$ cat src/rtl/clock_pkg.sv
// Shared types and constants for the analog clock timekeeper and hand mapping.
package clock_pkg;

   typedef logic [5:0] tick_t;

   localparam tick_t TICKS_PER_REV  = 6'd60;
   localparam tick_t HOURS_PER_REV  = 6'd12;
   localparam tick_t TICKS_PER_HOUR = 6'd5;
   localparam tick_t MAX_TICK       = TICKS_PER_REV - 6'd1;

   typedef enum logic [1:0] {
      UNSYNC = 2'd0,
      RUN    = 2'd1,
      APPLY  = 2'd2
   } tk_state_t;

   // Minutes-into-hour expressed in hour-hand ticks (mm/12) without a divider.
   function automatic logic [2:0] hour_frac(input tick_t mm);
      logic [2:0] f;
      if (mm >= 6'd48)      f = 3'd4;
      else if (mm >= 6'd36) f = 3'd3;
      else if (mm >= 6'd24) f = 3'd2;
      else if (mm >= 6'd12) f = 3'd1;
      else                  f = 3'd0;
      return f;
   endfunction

endpackage

$ cat src/rtl/clock_timekeeper_tick_gen.sv
// tick_gen: CLK_HZ prescaler; o_tick flags the terminal-count cycle, i_clear zeroes it and suppresses the tick.
module tick_gen #(
   parameter int CLK_HZ = 40_000_000
) (
   input  logic clk,
   input  logic reset,
   input  logic i_clear,
   input  logic i_en,
   output logic o_tick
);

   localparam int CW = (CLK_HZ > 1) ? $clog2(CLK_HZ) : 1;
   localparam logic [CW-1:0] TC = CW'(CLK_HZ - 1);

   logic [CW-1:0] r_cnt;
   logic          w_tc;

   assign w_tc   = i_en && !i_clear && (r_cnt == TC);
   assign o_tick = w_tc;

   always_ff @(posedge clk) begin
      if (reset || i_clear) begin
         r_cnt <= '0;
      end else if (i_en) begin
         r_cnt <= w_tc ? '0 : r_cnt + 1'b1;
      end
   end

endmodule

$ cat src/rtl/clock_timekeeper.sv
// clock_timekeeper: 12-hour hh:mm:ss keeper with valid/ready time sync and registered hand tick positions.
// Sync-age counter and stale flag are built only with CLOCK_TIMEKEEPER_SYNC_AGE_EN defined.
module clock_timekeeper
   import clock_pkg::*;
#(
   parameter int CLK_HZ     = 40_000_000,
   parameter int STALE_SECS = 3600
) (
   input  logic        clk,
   input  logic        reset,
   input  logic        time_valid,
   output logic        time_ready,
   input  logic [4:0]  hour_in,
   input  logic [5:0]  minute_in,
   input  logic [5:0]  second_in,
   output logic        load_err,
   output logic        running,
   output logic        tick_1hz,
   output logic [5:0]  second,
   output logic [5:0]  minute,
   output logic [5:0]  hour,
   output logic [15:0] sync_age,
   output logic        stale
);

   localparam logic [3:0] LAST_HOUR = 4'(HOURS_PER_REV - 6'd1);

   tk_state_t  r_state, w_state_nxt;
   logic [3:0] r_hh;
   tick_t      r_mm, r_ss;
   tick_t      r_second, r_minute, r_hour;
   logic       r_tick, r_load_err, r_running;

   logic       w_ready, w_in_range, w_xfer, w_accept, w_reject;
   logic       w_en, w_clear, w_tc;
   logic [4:0] w_hh_load;
   tick_t      w_hour_pos;

   assign w_ready    = (r_state != APPLY);
   assign w_in_range = (hour_in <= 5'd23) && (minute_in <= MAX_TICK) && (second_in <= MAX_TICK);
   assign w_xfer     = time_valid && w_ready;
   assign w_accept   = w_xfer && w_in_range;
   assign w_reject   = w_xfer && !w_in_range;
   assign w_hh_load  = (hour_in >= 5'(HOURS_PER_REV)) ? hour_in - 5'(HOURS_PER_REV) : hour_in;

   always_ff @(posedge clk) begin
      if (reset) r_state <= UNSYNC;
      else       r_state <= w_state_nxt;
   end

   // Prescaler is held clear while unsynced and restarts on every accepted frame.
   always_comb begin
      w_state_nxt = r_state;
      w_en        = 1'b0;
      w_clear     = 1'b0;
      case (r_state)
         UNSYNC: begin
            w_clear = 1'b1;
            if (w_accept) w_state_nxt = APPLY;
         end
         RUN: begin
            w_en = 1'b1;
            if (w_accept) w_state_nxt = APPLY;
         end
         APPLY: begin
            w_en        = 1'b1;
            w_state_nxt = RUN;
         end
         default: w_state_nxt = UNSYNC;
      endcase
      if (w_accept) w_clear = 1'b1;
   end

   tick_gen #(.CLK_HZ(CLK_HZ)) u_tick_gen (
      .clk     (clk),
      .reset   (reset),
      .i_clear (w_clear),
      .i_en    (w_en),
      .o_tick  (w_tc)
   );

   always_ff @(posedge clk) begin
      if (reset) begin
         r_hh <= '0;
         r_mm <= '0;
         r_ss <= '0;
      end else if (w_accept) begin
         r_hh <= w_hh_load[3:0];
         r_mm <= minute_in;
         r_ss <= second_in;
      end else if (w_tc) begin
         if (r_ss == MAX_TICK) begin
            r_ss <= '0;
            if (r_mm == MAX_TICK) begin
               r_mm <= '0;
               r_hh <= (r_hh == LAST_HOUR) ? 4'd0 : r_hh + 4'd1;
            end else begin
               r_mm <= r_mm + 6'd1;
            end
         end else begin
            r_ss <= r_ss + 6'd1;
         end
      end
   end

   assign w_hour_pos = ({2'b00, r_hh} * TICKS_PER_HOUR) + {3'b000, hour_frac(r_mm)};

   always_ff @(posedge clk) begin
      if (reset) begin
         r_second   <= '0;
         r_minute   <= '0;
         r_hour     <= '0;
         r_tick     <= 1'b0;
         r_load_err <= 1'b0;
         r_running  <= 1'b0;
      end else begin
         r_second   <= r_ss;
         r_minute   <= r_mm;
         r_hour     <= w_hour_pos;
         r_tick     <= w_tc;
         r_load_err <= w_reject;
         r_running  <= (r_state != UNSYNC);
      end
   end

   assign time_ready = w_ready;
   assign load_err   = r_load_err;
   assign running    = r_running;
   assign tick_1hz   = r_tick;
   assign second     = r_second;
   assign minute     = r_minute;
   assign hour       = r_hour;

`ifdef CLOCK_TIMEKEEPER_SYNC_AGE_EN
   logic [15:0] r_sync_age, w_age_nxt;
   logic        r_stale;

   always_comb begin
      w_age_nxt = r_sync_age;
      if (w_accept)                               w_age_nxt = '0;
      else if (w_tc && (r_sync_age != 16'hFFFF)) w_age_nxt = r_sync_age + 16'd1;
   end

   always_ff @(posedge clk) begin
      if (reset) begin
         r_sync_age <= '0;
         r_stale    <= 1'b0;
      end else begin
         r_sync_age <= w_age_nxt;
         r_stale    <= (w_state_nxt != UNSYNC) && ({16'd0, w_age_nxt} >= 32'(STALE_SECS));
      end
   end

   assign sync_age = r_sync_age;
   assign stale    = r_stale;
`else
   logic [31:0] w_unused_stale_secs;
   assign w_unused_stale_secs = 32'(STALE_SECS);
   assign sync_age = '0;
   assign stale    = 1'b0;
`endif

endmodule

$ cat config.mk
export PLATFORM = sky130hd
export DESIGN_NAME = clock_timekeeper
export DESIGN_NICKNAME = d
export VERILOG_FILES = /design/src/rtl/clock_pkg.sv /design/src/rtl/clock_timekeeper_tick_gen.sv /design/src/rtl/clock_timekeeper.sv
export SDC_FILE = /design/constraint.sdc
export NUM_CORES = 1
export LEC_CHECK = 0
export BUFFER_PORTS_ARGS = -buffer_cell sky130_fd_sc_hd__buf_2
export CAP_MARGIN = 40
export CORE_ASPECT_RATIO = 0.9
export CORE_MARGIN = 8
export CORE_UTILIZATION = 50
export DETAILED_ROUTE_END_ITERATION = 8
export MAX_ROUTING_LAYER = met4
export PLACE_DENSITY = 0.72
export SYNTH_ARGS = -nofsm -noshare
export SYNTH_HDL_FRONTEND = slang
export SYNTH_HIERARCHICAL = 1
export SYNTH_SLANG_ARGS = --single-unit
$ cat constraint.sdc
create_clock -name clk -period 4.6 [get_ports clk]
set_clock_uncertainty 0.1 [all_clocks]
set_input_delay 0.23 -clock clk [delete_from_list [all_inputs] [get_ports clk]]
set_output_delay 0.23 -clock clk [all_outputs]
set_load 0.01 [all_outputs]
==> results of run 1 <==
[Yosys cell counts (4+ instances only)]
| master | n |
|---|---|
| sky130_fd_sc_hd__nand4_1 | 10 |
| sky130_fd_sc_hd__and3_1 | 5 |
| sky130_fd_sc_hd__xor2_1 | 6 |
| sky130_fd_sc_hd__o31ai_1 | 10 |
| sky130_fd_sc_hd__nand4b_1 | 4 |
| sky130_fd_sc_hd__ha_1 | 22 |
| sky130_fd_sc_hd__nand2_1 | 17 |
| sky130_fd_sc_hd__a311oi_1 | 5 |
| sky130_fd_sc_hd__or3_1 | 10 |
| sky130_fd_sc_hd__dfxtp_1 | 65 |
| sky130_fd_sc_hd__inv_1 | 15 |
| sky130_fd_sc_hd__xnor2_1 | 9 |
| sky130_fd_sc_hd__nor2_1 | 14 |
| sky130_fd_sc_hd__buf_2 | 9 |
| sky130_fd_sc_hd__nor2b_1 | 17 |
| sky130_fd_sc_hd__buf_4 | 18 |
| sky130_fd_sc_hd__nor3_1 | 24 |
| sky130_fd_sc_hd__mux2i_1 | 6 |
| sky130_fd_sc_hd__clkbuf_1 | 10 |
| sky130_fd_sc_hd__or4_1 | 4 |
| sky130_fd_sc_hd__nand3_1 | 14 |
| sky130_fd_sc_hd__a211oi_1 | 14 |
| sky130_fd_sc_hd__o21ai_0 | 16 |
| sky130_fd_sc_hd__a21oi_1 | 13 |
[placed cells by master, fill, tap and decap left out, drive strengths merged, types with 2 or more instances in the layout]
cell type and instances:
conb 17, nand3 14, nor2 14, inv 15, nand4b 4, a211oi 14, dfxtp 65, and2 3
nor4b 3, xor2 6, or3 10, clkinvlp 2, clkbuf 10, o21ai 16, a2111oi 2, a31oi 3
nand2b 3, and4 4, and3 5, or4 4, and4b 3, a21oi 13, o211ai 3, nor2b 17
buf 43, or4b 2, o21bai 2, xnor2 9, nand4 12, nor3 24, o21a 2, o22ai 2
ha 22, o31ai 10, o311ai 2, clkinv 4, nand2 18, a311oi 6, mux2i 6, or2 2
[final timing paths]
path / startpoint / endpoint / slack (ns)
setup / recovery: hour_in[3] / r_hh[2] / 1.09
hold / removal: second_in[2] / r_ss[2] / 0.07
setup reg to reg: r_state[0] / r_hh[2] / 1.20
hold reg to reg: u_tick_gen/r_cnt[25] / u_tick_gen/r_cnt[25] / 0.39
[stage by stage]
stage | std cells | setup slack [ns] | hold WS (ns) | power [mW]
finish | 524 | 1.09 | 0.0726 | 1.20
global route | 524 | 0.788 | 0.0610 | 1.26
CTS | 524 | 1.12 | 0.0588 | 1.21
detailed placement | 508 | 0.764 | 0.384 | 0.801
global placement | 507 | 0.913 | 0.374 | 0.794
floorplan | 412 | 1.10 | 0.278 | 0.758
[metal layers]
layer  track usage (%)  up-vias  part of all wire (%)
li1                  -     1491                     -
met1              21.6     1386                    50
met2              24.3      100                    42
met3              3.12       12                   6.0
met4              7.00        0                   1.5
met5                 -        -                     0
[layout make-up]
class                   instances  area share [%]
clock inverters                 6           0.897
multi-input cells             292            52.5
well taps                      93            2.98
clock buffers                  10            3.27
flip-flops and latches         65            33.3
inverters                      15            1.44
repair buffers                 43            5.64
[kinds of logic after synthesis]
| kind of cell | synth area share, % |
|---|---|
| xor gates and xnor gates | 3.66 |
| adders and majority gates | 8.51 |
| other | 0.105 |
| AOI/OAI and AO/OA | 17.0 |
| muxes | 1.67 |
| DFF | 36.3 |
| buffers and inverters | 8.47 |
| and+or+nand+nor | 24.3 |
[sequential cells by signal, summed over array words and instances (netlist names)]
signal	flops
hour	6
load_err	1
minute	6
r_hh	4
r_mm	6
r_ss	6
r_state	2
running	1
second	6
tick_1hz	1
u_tick_gen/r_cnt	26
[power by group through the flow]
stage / combinational (mW) / sequential [mW] / clock, mW
global route: 0.189 / 0.625 / 0.449
floorplan: 0.130 / 0.629 / 0
detailed placement: 0.168 / 0.633 / 0
CTS: 0.168 / 0.620 / 0.418
finish: 0.168 / 0.621 / 0.407
global placement: 0.162 / 0.632 / 0
==> reports/qor.txt, run 1 <==
RUN STATUS
---------------------------------------------------------------------------------
Result of the run                                                       completed

PWR
---------------------------------------------------------------------------------
Design internal power                                                    0.853 mW
Switching pwr                                                            0.343 mW
Switching portion of total power                                            28.7%
Logic gate share of total power                                             14.1%
Static Leakage                                                            1.53 nW
Power share of the clock group                                              34.0%
Power per unit of standard cell area                                  306 nW/um^2
Max IR drop VDD                                                        0.000125 V
Relative contribution of sequential cells to total power                    51.9%

WORST SETUP PATH
---------------------------------------------------------------------------------
Kind of end point of the critical path                                   register
Crit Path Class                                                            in2reg
Length in cells of the worst reg-to-reg path                                   12
Buffering stage count on the worst path with inverters included                 2
Dominant delay contributor by cell family on the critical path       simple AND/OR/NAND/NOR gates
Cell Chain, Critical Path                                            buf_2 -> inv_1 -> ha_1 -> and3_1 -> o311a_1 -> nand2_1 -> nand2b_1 -> nor4b_1 -> nand2_1 -> nor3_2 -> and2_0 -> nand4_2 -> o32a_1 -> a221oi_2
Kind of start point of the critical path                               input port
Crit-path most repeated cell                                         sky130_fd_sc_hd__nand2_1
Required time of the critical path                                        4.76 ns
Slowest-stage cell, CP                                               sky130_fd_sc_hd__o311a_1
Critical path fanouts, max                                                     13
Worst path depth                                                               14
Largest stage delay on the critical path                                  0.45 ns
Data arrival time of the critical path                                    3.67 ns

ROUTING
---------------------------------------------------------------------------------
Count of TritonRoute iterations in the first routing pass                       4
Final routed wire length divided by cell count                            14.9 um
Via count                                                                    2989
Via density per instance                                                     5.70
Antenna viol nets, final                                                        0
Post-detailed-routing wire length                                         7820 um
Remaining design rule violation count                                           0
Number of DRC markers after the initial detailed-route iteration              227

GLOBAL ROUTE
---------------------------------------------------------------------------------
Vias in the first global route                                               2914
Global-route wire length before repair                                   13400 um
Antenna violations before repair                                                0
Global-route congestion overflow total                                          0
Largest net degree at the start of global routing                              37
GR Util All Layers                                                          16.4%

MIN PATH
---------------------------------------------------------------------------------
Instance count along the most critical hold path                                2
Path class of the lowest-slack min-delay path                              in2reg

FLOORPLAN
---------------------------------------------------------------------------------
Die extent in y                                                           96.4 um
Area of the die                                                        10100 um^2
Area of the placeable core                                              7000 um^2
Num ports                                                                      59
Std cell rows                                                                  29
Horiz. Die Dim                                                             105 um
Initial Utilization                                                         51.2%

SYNTH
---------------------------------------------------------------------------------
Area leader, netlist                                                 sky130_fd_sc_hd__dfxtp_1
Mapped cell area                                                        3590 um^2
Portion of synthesized cell area occupied by the leading cell type          36.3%
Post-synth ARST share                                                          0%
Number of warnings reported in the yosys synthesis log                          6
Number of different library cells in the post-synthesis netlist                64
Number of instances in the synthesized netlist                                396
Leading post-synthesis cells by cell area                            sky130_fd_sc_hd__dfxtp_1 36%, sky130_fd_sc_hd__ha_1 7.7%, sky130_fd_sc_hd__buf_4 3.8%, sky130_fd_sc_hd__nor3_1 3.3%, sky130_fd_sc_hd__nor2b_1 3.0%
Average cell area after synthesis                                       9.06 um^2
Number of flops mapped to enable cells by yosys                                 0
Flip-flop cell with the highest count after synthesis                sky130_fd_sc_hd__dfxtp_1
Register area share after synthesis                                         36.3%
Flops & latches, synth                                                         65

CTS
---------------------------------------------------------------------------------
Deepest clock path buffer count                                                 2
Worst skew pair latency                                                   0.34 ns
Number of sinks driven by the clock tree                                       65
Post-CTS setup buffer count                                                     0
H-tree lvl count                                                                3
Buffer cell driving the clock tree root                              sky130_fd_sc_hd__clkbuf_8
Post-CTS Hold Buffers                                                           0
Resize count post-CTS                                                           0
CTS tree                                                                     done
Clock Pin Slew Worst Setup and Hold Paths                                 0.07 ns
CTS Buf Count                                                                   9

PLACED DESIGN
---------------------------------------------------------------------------------
Detail Placement HPWL                                                     5500 um
Area of placed instances                                                3740 um^2
Number of port buffers                                                         41
GPL Wtd Cong                                                                0.790

TIMING
---------------------------------------------------------------------------------
Period minus WS final                                                     3.51 ns
Peak Freq                                                                 285 MHz
Number of endpoints failing setup at the final stage                            0
Setup TNS                                                                    0 ns
Final number of hold-violating endpoints                                        0
RSZ-0062 raised after global routing                                        false
Final Max Tran Viols                                                            0
Share of the clock period used by the worst path after layout               76.2%
Slew @ Worst Pin                                                         0.679 ns
Relative slew slack                                                         54.7%

FINAL LAYOUT
---------------------------------------------------------------------------------
Ant diodes                                                                      0
Layout net count                                                              469
Area occupied by multi-input gates                                      2050 um^2
Count of fill cells added during filler insertion                             660
Post-route standard cell area excluding fillers                         3910 um^2
Synth-to-Final Area Change                                                  8.82%
Final Util                                                                  55.8%
Ratio of cells with drive above 1 in the final layout                       16.5%
Sequential cell area                                                    1300 um^2

FLOW RUN
---------------------------------------------------------------------------------
Max-cap violations                                                              0

Note: power is estimated with default switching activity, not from simulation.
==> inputs of run 2 (changes only) <==
- ABC_AREA: default -> 1
- PLACE_DENSITY: 0.72 -> 0.71
- clock period: 4.6 -> 3.4 ns (I/O delays scaled with it)
==> run 2 against run 1 <==
Compared with the run above:
- via count up 21%
- clock power up 41%
- critical path type is now reg2reg
- clock-buffer cell count unchanged
- design area up 12%
==> reports/qor.txt, run 2 <==
RUN STATUS
---------------------------------------------------------------------------------
Result of the run                                                       completed

PLACED DESIGN
---------------------------------------------------------------------------------
GPL Wtd Cong                                                                0.913
Detail Placement HPWL                                                     6870 um
Area of placed instances                                                4210 um^2
Placed cells                                                                  718
Number of port buffers                                                         41

SYNTH
---------------------------------------------------------------------------------
Most common library cells after synthesis                            138 x sky130_fd_sc_hd__nand2_1, 105 x sky130_fd_sc_hd__nor2_1, 77 x sky130_fd_sc_hd__inv_1, 65 x sky130_fd_sc_hd__dfxtp_1, 41 x sky130_fd_sc_hd__nand3_1
Most common cell in the netlist                                      sky130_fd_sc_hd__nand2_1
Average cell area after synthesis                                       6.81 um^2
Mapped cell area                                                        3990 um^2
Area leader, netlist                                                 sky130_fd_sc_hd__dfxtp_1
Post-synth ARST share                                                          0%
Leading post-synthesis cells by cell area                            sky130_fd_sc_hd__dfxtp_1 33%, sky130_fd_sc_hd__nand2_1 13%, sky130_fd_sc_hd__nor2_1 9.9%, sky130_fd_sc_hd__inv_1 7.3%, sky130_fd_sc_hd__ha_1 6.9%
Number of warnings reported in the yosys synthesis log                          6
Number of instances in the synthesized netlist                                585
Number of flops mapped to enable cells by yosys                                 0
Flops & latches, synth                                                         65
Number of different library cells in the post-synthesis netlist                38
Register area share after synthesis                                         32.6%
Portion of synthesized cell area occupied by the leading cell type          32.6%
Flip-flop cell with the highest count after synthesis                sky130_fd_sc_hd__dfxtp_1

GLOBAL ROUTE
---------------------------------------------------------------------------------
Global-route congestion overflow total                                          0
Met2 track utilization from global routing                                  24.9%
GR Util All Layers                                                          17.0%
GRT met3 Usage                                                              4.99%
Met1 track demand over resource                                             22.6%
Largest net degree at the start of global routing                              28
GRT Max-Usage Layer                                                          met2
Global-route wire length before repair                                   14800 um
Vias in the first global route                                               3300
Antenna violations before repair                                                0

TIMING
---------------------------------------------------------------------------------
Period minus WS final                                                     2.86 ns
Worst hold margin                                                       0.0381 ns
Peak Freq                                                                 350 MHz
Slew @ Worst Pin                                                         0.528 ns
Final Max Tran Viols                                                            0
Final number of hold-violating endpoints                                        0
Setup TNS                                                                    0 ns
Number of endpoints failing setup at the final stage                            0
Relative slew slack                                                         64.7%
RSZ-0062 raised after global routing                                        false
Share of the clock period used by the worst path after layout               84.0%

WORST SETUP PATH
---------------------------------------------------------------------------------
Length in cells of the worst reg-to-reg path                                   17
Data arrival time of the critical path                                    3.03 ns
Kind of end point of the critical path                                   register
Required time of the critical path                                        3.58 ns
Kind of start point of the critical path                                 register
Crit Path Class                                                           reg2reg
Critical path fanouts, max                                                     15

FLOORPLAN
---------------------------------------------------------------------------------
Initial Utilization                                                         50.4%
Num ports                                                                      59
Area of the placeable core                                              7910 um^2
Area of the die                                                        11100 um^2
Die extent in y                                                            101 um
Horiz. Die Dim                                                             110 um
Std cell rows                                                                  31

FINAL LAYOUT
---------------------------------------------------------------------------------
Most used cells in the layout excluding fill and tap cells           138 x sky130_fd_sc_hd__nand2_1, 105 x sky130_fd_sc_hd__nor2_1, 77 x sky130_fd_sc_hd__inv_1
Synth-to-Final Area Change                                                  9.79%
Ratio of cells with drive above 1 in the final layout                       15.8%
Final standard cell count with taps included and fillers excluded             733
Commonest non-fill, non-tap cell in the layout                       sky130_fd_sc_hd__nand2_1
Count of fill cells added during filler insertion                             789
Layout net count                                                              673
Ant diodes                                                                      0
Post-route standard cell area excluding fillers                         4380 um^2
Flip-flop count of the largest register after layout                           26
Top reg by flops                                                     u_tick_gen/r_cnt

CTS
---------------------------------------------------------------------------------
CTS tree                                                                     done
Number of sinks driven by the clock tree                                       65
Worst skew pair latency                                                   0.34 ns
Buffer cell driving the clock tree root                              sky130_fd_sc_hd__clkbuf_8
Clock Pin Slew Worst Setup and Hold Paths                                 0.07 ns
Post-CTS Hold Buffers                                                           0
Post-CTS setup buffer count                                                     0
H-tree lvl count                                                                3
Deepest clock path buffer count                                                 2
Resize count post-CTS                                                           0
CTS Buf Count                                                                   9

PWR
---------------------------------------------------------------------------------
Static Leakage                                                            2.05 nW
Switching portion of total power                                            29.8%
Max IR drop VDD                                                        0.000184 V
Switching pwr                                                            0.495 mW
Power per unit of standard cell area                                  379 nW/um^2
Design internal power                                                     1.17 mW
Logic gate share of total power                                             15.9%
Final Power                                                               1.66 mW
Relative contribution of sequential cells to total power                    49.4%
Power share of the clock group                                              34.6%

ROUTING
---------------------------------------------------------------------------------
Final routed wire length divided by cell count                            12.1 um
Remaining design rule violation count                                           0
Number of DRC markers after the initial detailed-route iteration              243
Via count                                                                    3604
Antenna viol nets, final                                                        0
Via density per instance                                                     4.92
Count of TritonRoute iterations in the first routing pass                       5
Post-detailed-routing wire length                                         8880 um

MIN PATH
---------------------------------------------------------------------------------
Path class of the lowest-slack min-delay path                              in2reg
Instance count along the most critical hold path                                3

FLOW RUN
---------------------------------------------------------------------------------
Max-cap violations                                                              0

run 2: final cells by class:
class                      count  area (um^2)  area share (%)
timing repair buffer          43          220            5.03
clock buffer                  10          138            3.14
clock inverter                 5         32.5           0.743
multi-input combinational    427         2240            51.3
inverter                      84          318            7.26
sequential                    65         1300            29.7
tap                           99          124            2.83
run 2: worst paths after layout:
check	to	slack [ns]	startpoint
hold / removal	r_ss[1]	0.04	second_in[1]
setup reg to reg	r_hh[3]	0.54	r_state[0]
setup / recovery	r_hh[3]	0.54	r_state[0]
hold reg to reg	second[4]	0.40	r_ss[4]
run 2: cell families (layout without fill, tap and decap cells):
logic type      Yosys count  after routing  share of synthesized area [%]
simple gates            333            333                           38.1
compound gates           37             37                           5.40
xor+xnor                 16             16                           3.52
buf+inv                 109            142                           12.6
flops                    65             65                           32.6
other cells               1             17                         0.0941
mux                       1              1                          0.251
fa+ha+maj                23             23                           7.41
run 2: stage by stage:
step                worst slack [ns]  utilization, %
global placement               0.650            53.2
finish                         0.544            55.3
CTS                            0.552            55.3
global route                   0.263            55.3
detailed placement             0.523            53.2
floorplan                      0.666               -
run 2: per-layer routing:
layer / routed length (um) / up-vias
met5: 0 / -
met4: 59 / 0
met3: 758 / 4
met2: 3780 / 125
met1: 4280 / 1612
li1: - / 1863
run 2: worst max-delay path, stage by stage (launching register included):
cell and delay (ns):
sky130_fd_sc_hd__dfxtp_1 0.34, sky130_fd_sc_hd__inv_1 0.09, sky130_fd_sc_hd__ha_1 0.21, sky130_fd_sc_hd__nor2_2 0.08, sky130_fd_sc_hd__nand3_4 0.09, sky130_fd_sc_hd__inv_4 0.09, sky130_fd_sc_hd__or2_2 0.29, sky130_fd_sc_hd__inv_1 0.06
sky130_fd_sc_hd__nand2_1 0.04, sky130_fd_sc_hd__nor2_1 0.12, sky130_fd_sc_hd__nand3_2 0.13, sky130_fd_sc_hd__nor2_4 0.26, sky130_fd_sc_hd__inv_1 0.21, sky130_fd_sc_hd__o21ai_4 0.31, sky130_fd_sc_hd__nand2_4 0.11, sky130_fd_sc_hd__nand2_1 0.09
sky130_fd_sc_hd__nand2_1 0.06, sky130_fd_sc_hd__nor2_1 0.11
run 2: power by group through the flow:
stage | combinational [mW] | sequential, mW | clock [mW]
4_1_cts | 0.264 | 0.820 | 0.593
5_1_grt | 0.301 | 0.824 | 0.630
3_3_place_gp | 0.257 | 0.837 | 0
6_report | 0.264 | 0.821 | 0.575
2_1_floorplan | 0.198 | 0.841 | 0
3_5_place_dp | 0.262 | 0.838 | 0
==> inputs of run 3 (changes only) <==
- PLACE_DENSITY: 0.71 -> 0.74
- clock period: 3.4 -> 2.38 ns (I/O delays scaled with it)
==> run 3 against run 2 <==
Compared with the run above:
- power increased by 49%
- via count increased by 0.50%
- die area unchanged
- register-to-register slack got worse by 0.41 ns
- critical path type unchanged
==> reports/qor.txt, run 3 (same netlist as run 2, synthesis figures left out) <==
ROUTING
--------------------------------------------------------------------------------
Antenna viol nets, final                                                       0
Remaining design rule violation count                                          0
Post-detailed-routing wire length                                        8900 um
Final routed wire length divided by cell count                           12.0 um
Count of TritonRoute iterations in the first routing pass                      5
Via count                                                                   3622
Number of DRC markers after the initial detailed-route iteration             216
Via density per instance                                                    4.90

PWR
--------------------------------------------------------------------------------
Final Power                                                              2.47 mW
Static Leakage                                                           2.12 nW
Switching pwr                                                           0.689 mW
Power per unit of standard cell area                                 546 nW/um^2
Power share of the clock group                                             36.5%
Design internal power                                                    1.78 mW
Switching portion of total power                                           27.9%
Logic gate share of total power                                            16.0%
Max IR drop VDD                                                       0.000404 V
Relative contribution of sequential cells to total power                   47.5%

PLACED DESIGN
--------------------------------------------------------------------------------
Number of port buffers                                                        41
Placed cells                                                                 721
Detail Placement HPWL                                                    6650 um
GPL Wtd Cong                                                               0.914
Area of placed instances                                               4270 um^2

TIMING
--------------------------------------------------------------------------------
Final number of hold-violating endpoints                                       0
Final Max Tran Viols                                                           0
RSZ-0062 raised after global routing                                        true
Share of the clock period used by the worst path after layout              94.5%
Number of endpoints failing setup at the final stage                           0
Slew @ Worst Pin                                                        0.508 ns
Relative slew slack                                                        66.1%
Period minus WS final                                                    2.25 ns
Peak Freq                                                                445 MHz

FINAL LAYOUT
--------------------------------------------------------------------------------
Ratio of cells with drive above 1 in the final layout                      18.3%
Post-route standard cell area excluding fillers                        4530 um^2
Synth-to-Final Area Change                                                 13.5%
Final standard cell count with taps included and fillers excluded            739
Layout net count                                                             680
Most used cells in the layout excluding fill and tap cells          135 x sky130_fd_sc_hd__nand2_1, 102 x sky130_fd_sc_hd__nor2_1, 74 x sky130_fd_sc_hd__inv_1
Top reg by flops                                                    u_tick_gen/r_cnt
Commonest non-fill, non-tap cell in the layout                      sky130_fd_sc_hd__nand2_1
Flip-flop count of the largest register after layout                          26
Ant diodes                                                                     0

WORST SETUP PATH
--------------------------------------------------------------------------------
Required time of the critical path                                       2.57 ns
Critical path fanouts, max                                                     8
Crit Path Class                                                          reg2reg
Data arrival time of the critical path                                   2.43 ns
Worst reg2reg setup slack                                                0.13 ns
Kind of start point of the critical path                                register
Kind of end point of the critical path                                  register

CTS
--------------------------------------------------------------------------------
Number of sinks driven by the clock tree                                      65
Deepest clock path buffer count                                                2
Clock Pin Slew Worst Setup and Hold Paths                                0.07 ns
CTS Buf Count                                                                  9
Worst skew pair latency                                                  0.34 ns
Buffer cell driving the clock tree root                             sky130_fd_sc_hd__clkbuf_8
CTS tree                                                                    done
H-tree lvl count                                                               3

GLOBAL ROUTE
--------------------------------------------------------------------------------
Global-route congestion overflow total                                         0
GR Util All Layers                                                         17.2%
Antenna violations before repair                                               0
Vias in the first global route                                              3392
Largest net degree at the start of global routing                             28
Global-route wire length before repair                                  14900 um

FLOORPLAN
--------------------------------------------------------------------------------
Std cell rows                                                                 31
Initial Utilization                                                        50.4%
Num ports                                                                     59
Die extent in y                                                           101 um
Horiz. Die Dim                                                            110 um
Area of the die                                                       11100 um^2
Area of the placeable core                                             7910 um^2

FLOW RUN
--------------------------------------------------------------------------------
Max-cap violations                                                             0

RUN STATUS
--------------------------------------------------------------------------------
Result of the run                                                      completed

MIN PATH
--------------------------------------------------------------------------------
Path class of the lowest-slack min-delay path                             in2reg

[run 3: layer usage]
layer	track usage (%)	vias to the layer above	part of all wire (%)
met5	-	-	0
met4	7.68	0	2.0
met3	4.16	18	7.3
met2	28.5	114	48
met1	19.3	1613	43
li1	-	1877	-
[run 3: cell type report]
cell class	count	area, um^2
clock buffer	11	141
timing repair buffer	50	288
fill	746	3390
multi-input combinational	427	2300
tap	99	124
inverter	84	325
sequential	65	1310
clock inverter	3	42.5
[run 3: repair_timing]
action                                 in CTS  in global routing
hold buffers                                4                  0
setup endpoints to repair                   0                 15
resized for setup                           0                 12
buffers inserted                            0                  1
endpoints found under the hold margin       4                  0
[run 3: path summary, 6_finish.rpt]
kind	depth (start not counted)	startpoint	endpoint
max	17	r_state[0]	r_hh[2]
min	5	minute_in[1]	r_mm[1]
max reg2reg	17	r_state[0]	r_hh[2]
min reg2reg	2	r_ss[1]	second[1]
[run 3: through the flow]
| step | worst slack [ns] | hold WS [ns] | util, % | setup TNS (ns) |
|---|---|---|---|---|
| after floorplan | 0.00591 | 0.0975 | - | 0 |
| after global placement | 0.109 | 0.315 | 53.9 | 0 |
| after detailed placement | 0.0239 | 0.319 | 53.9 | 0 |
| after CTS | 0.0432 | 0.00276 | 56.8 | 0 |
| after global routing | -0.0195 | 0.0294 | 57.2 | -0.0243 |
| final | 0.131 | 0.00753 | 57.2 | 0 |
[run 3: power by group through the flow]
stage                     clock (mW)  combinational [mW]  sequential (mW)
after floorplan                    0               0.289             1.20
after global placement             0               0.376             1.20
after detailed placement           0               0.383             1.20
after CTS                      0.924               0.392             1.17
after global routing           0.969               0.451             1.18
final                          0.902               0.396             1.17
[run 3: worst max-delay path, cell delays in order, from the launching register on]
cell and delay (ns):
sky130_fd_sc_hd__dfxtp_2 0.34, sky130_fd_sc_hd__inv_2 0.08, sky130_fd_sc_hd__ha_4 0.15, sky130_fd_sc_hd__nor2_4 0.05, sky130_fd_sc_hd__nand3_4 0.06, sky130_fd_sc_hd__inv_4 0.03, sky130_fd_sc_hd__or2_4 0.22, sky130_fd_sc_hd__inv_2 0.04
sky130_fd_sc_hd__nand2_1 0.05, sky130_fd_sc_hd__nor2_2 0.12, sky130_fd_sc_hd__nand3_2 0.10, sky130_fd_sc_hd__nor2_4 0.18, sky130_fd_sc_hd__inv_8 0.06, sky130_fd_sc_hd__o21ai_4 0.26, sky130_fd_sc_hd__nand2_4 0.11, sky130_fd_sc_hd__nand2_2 0.08
sky130_fd_sc_hd__nand2_1 0.04, sky130_fd_sc_hd__nor2_1 0.10
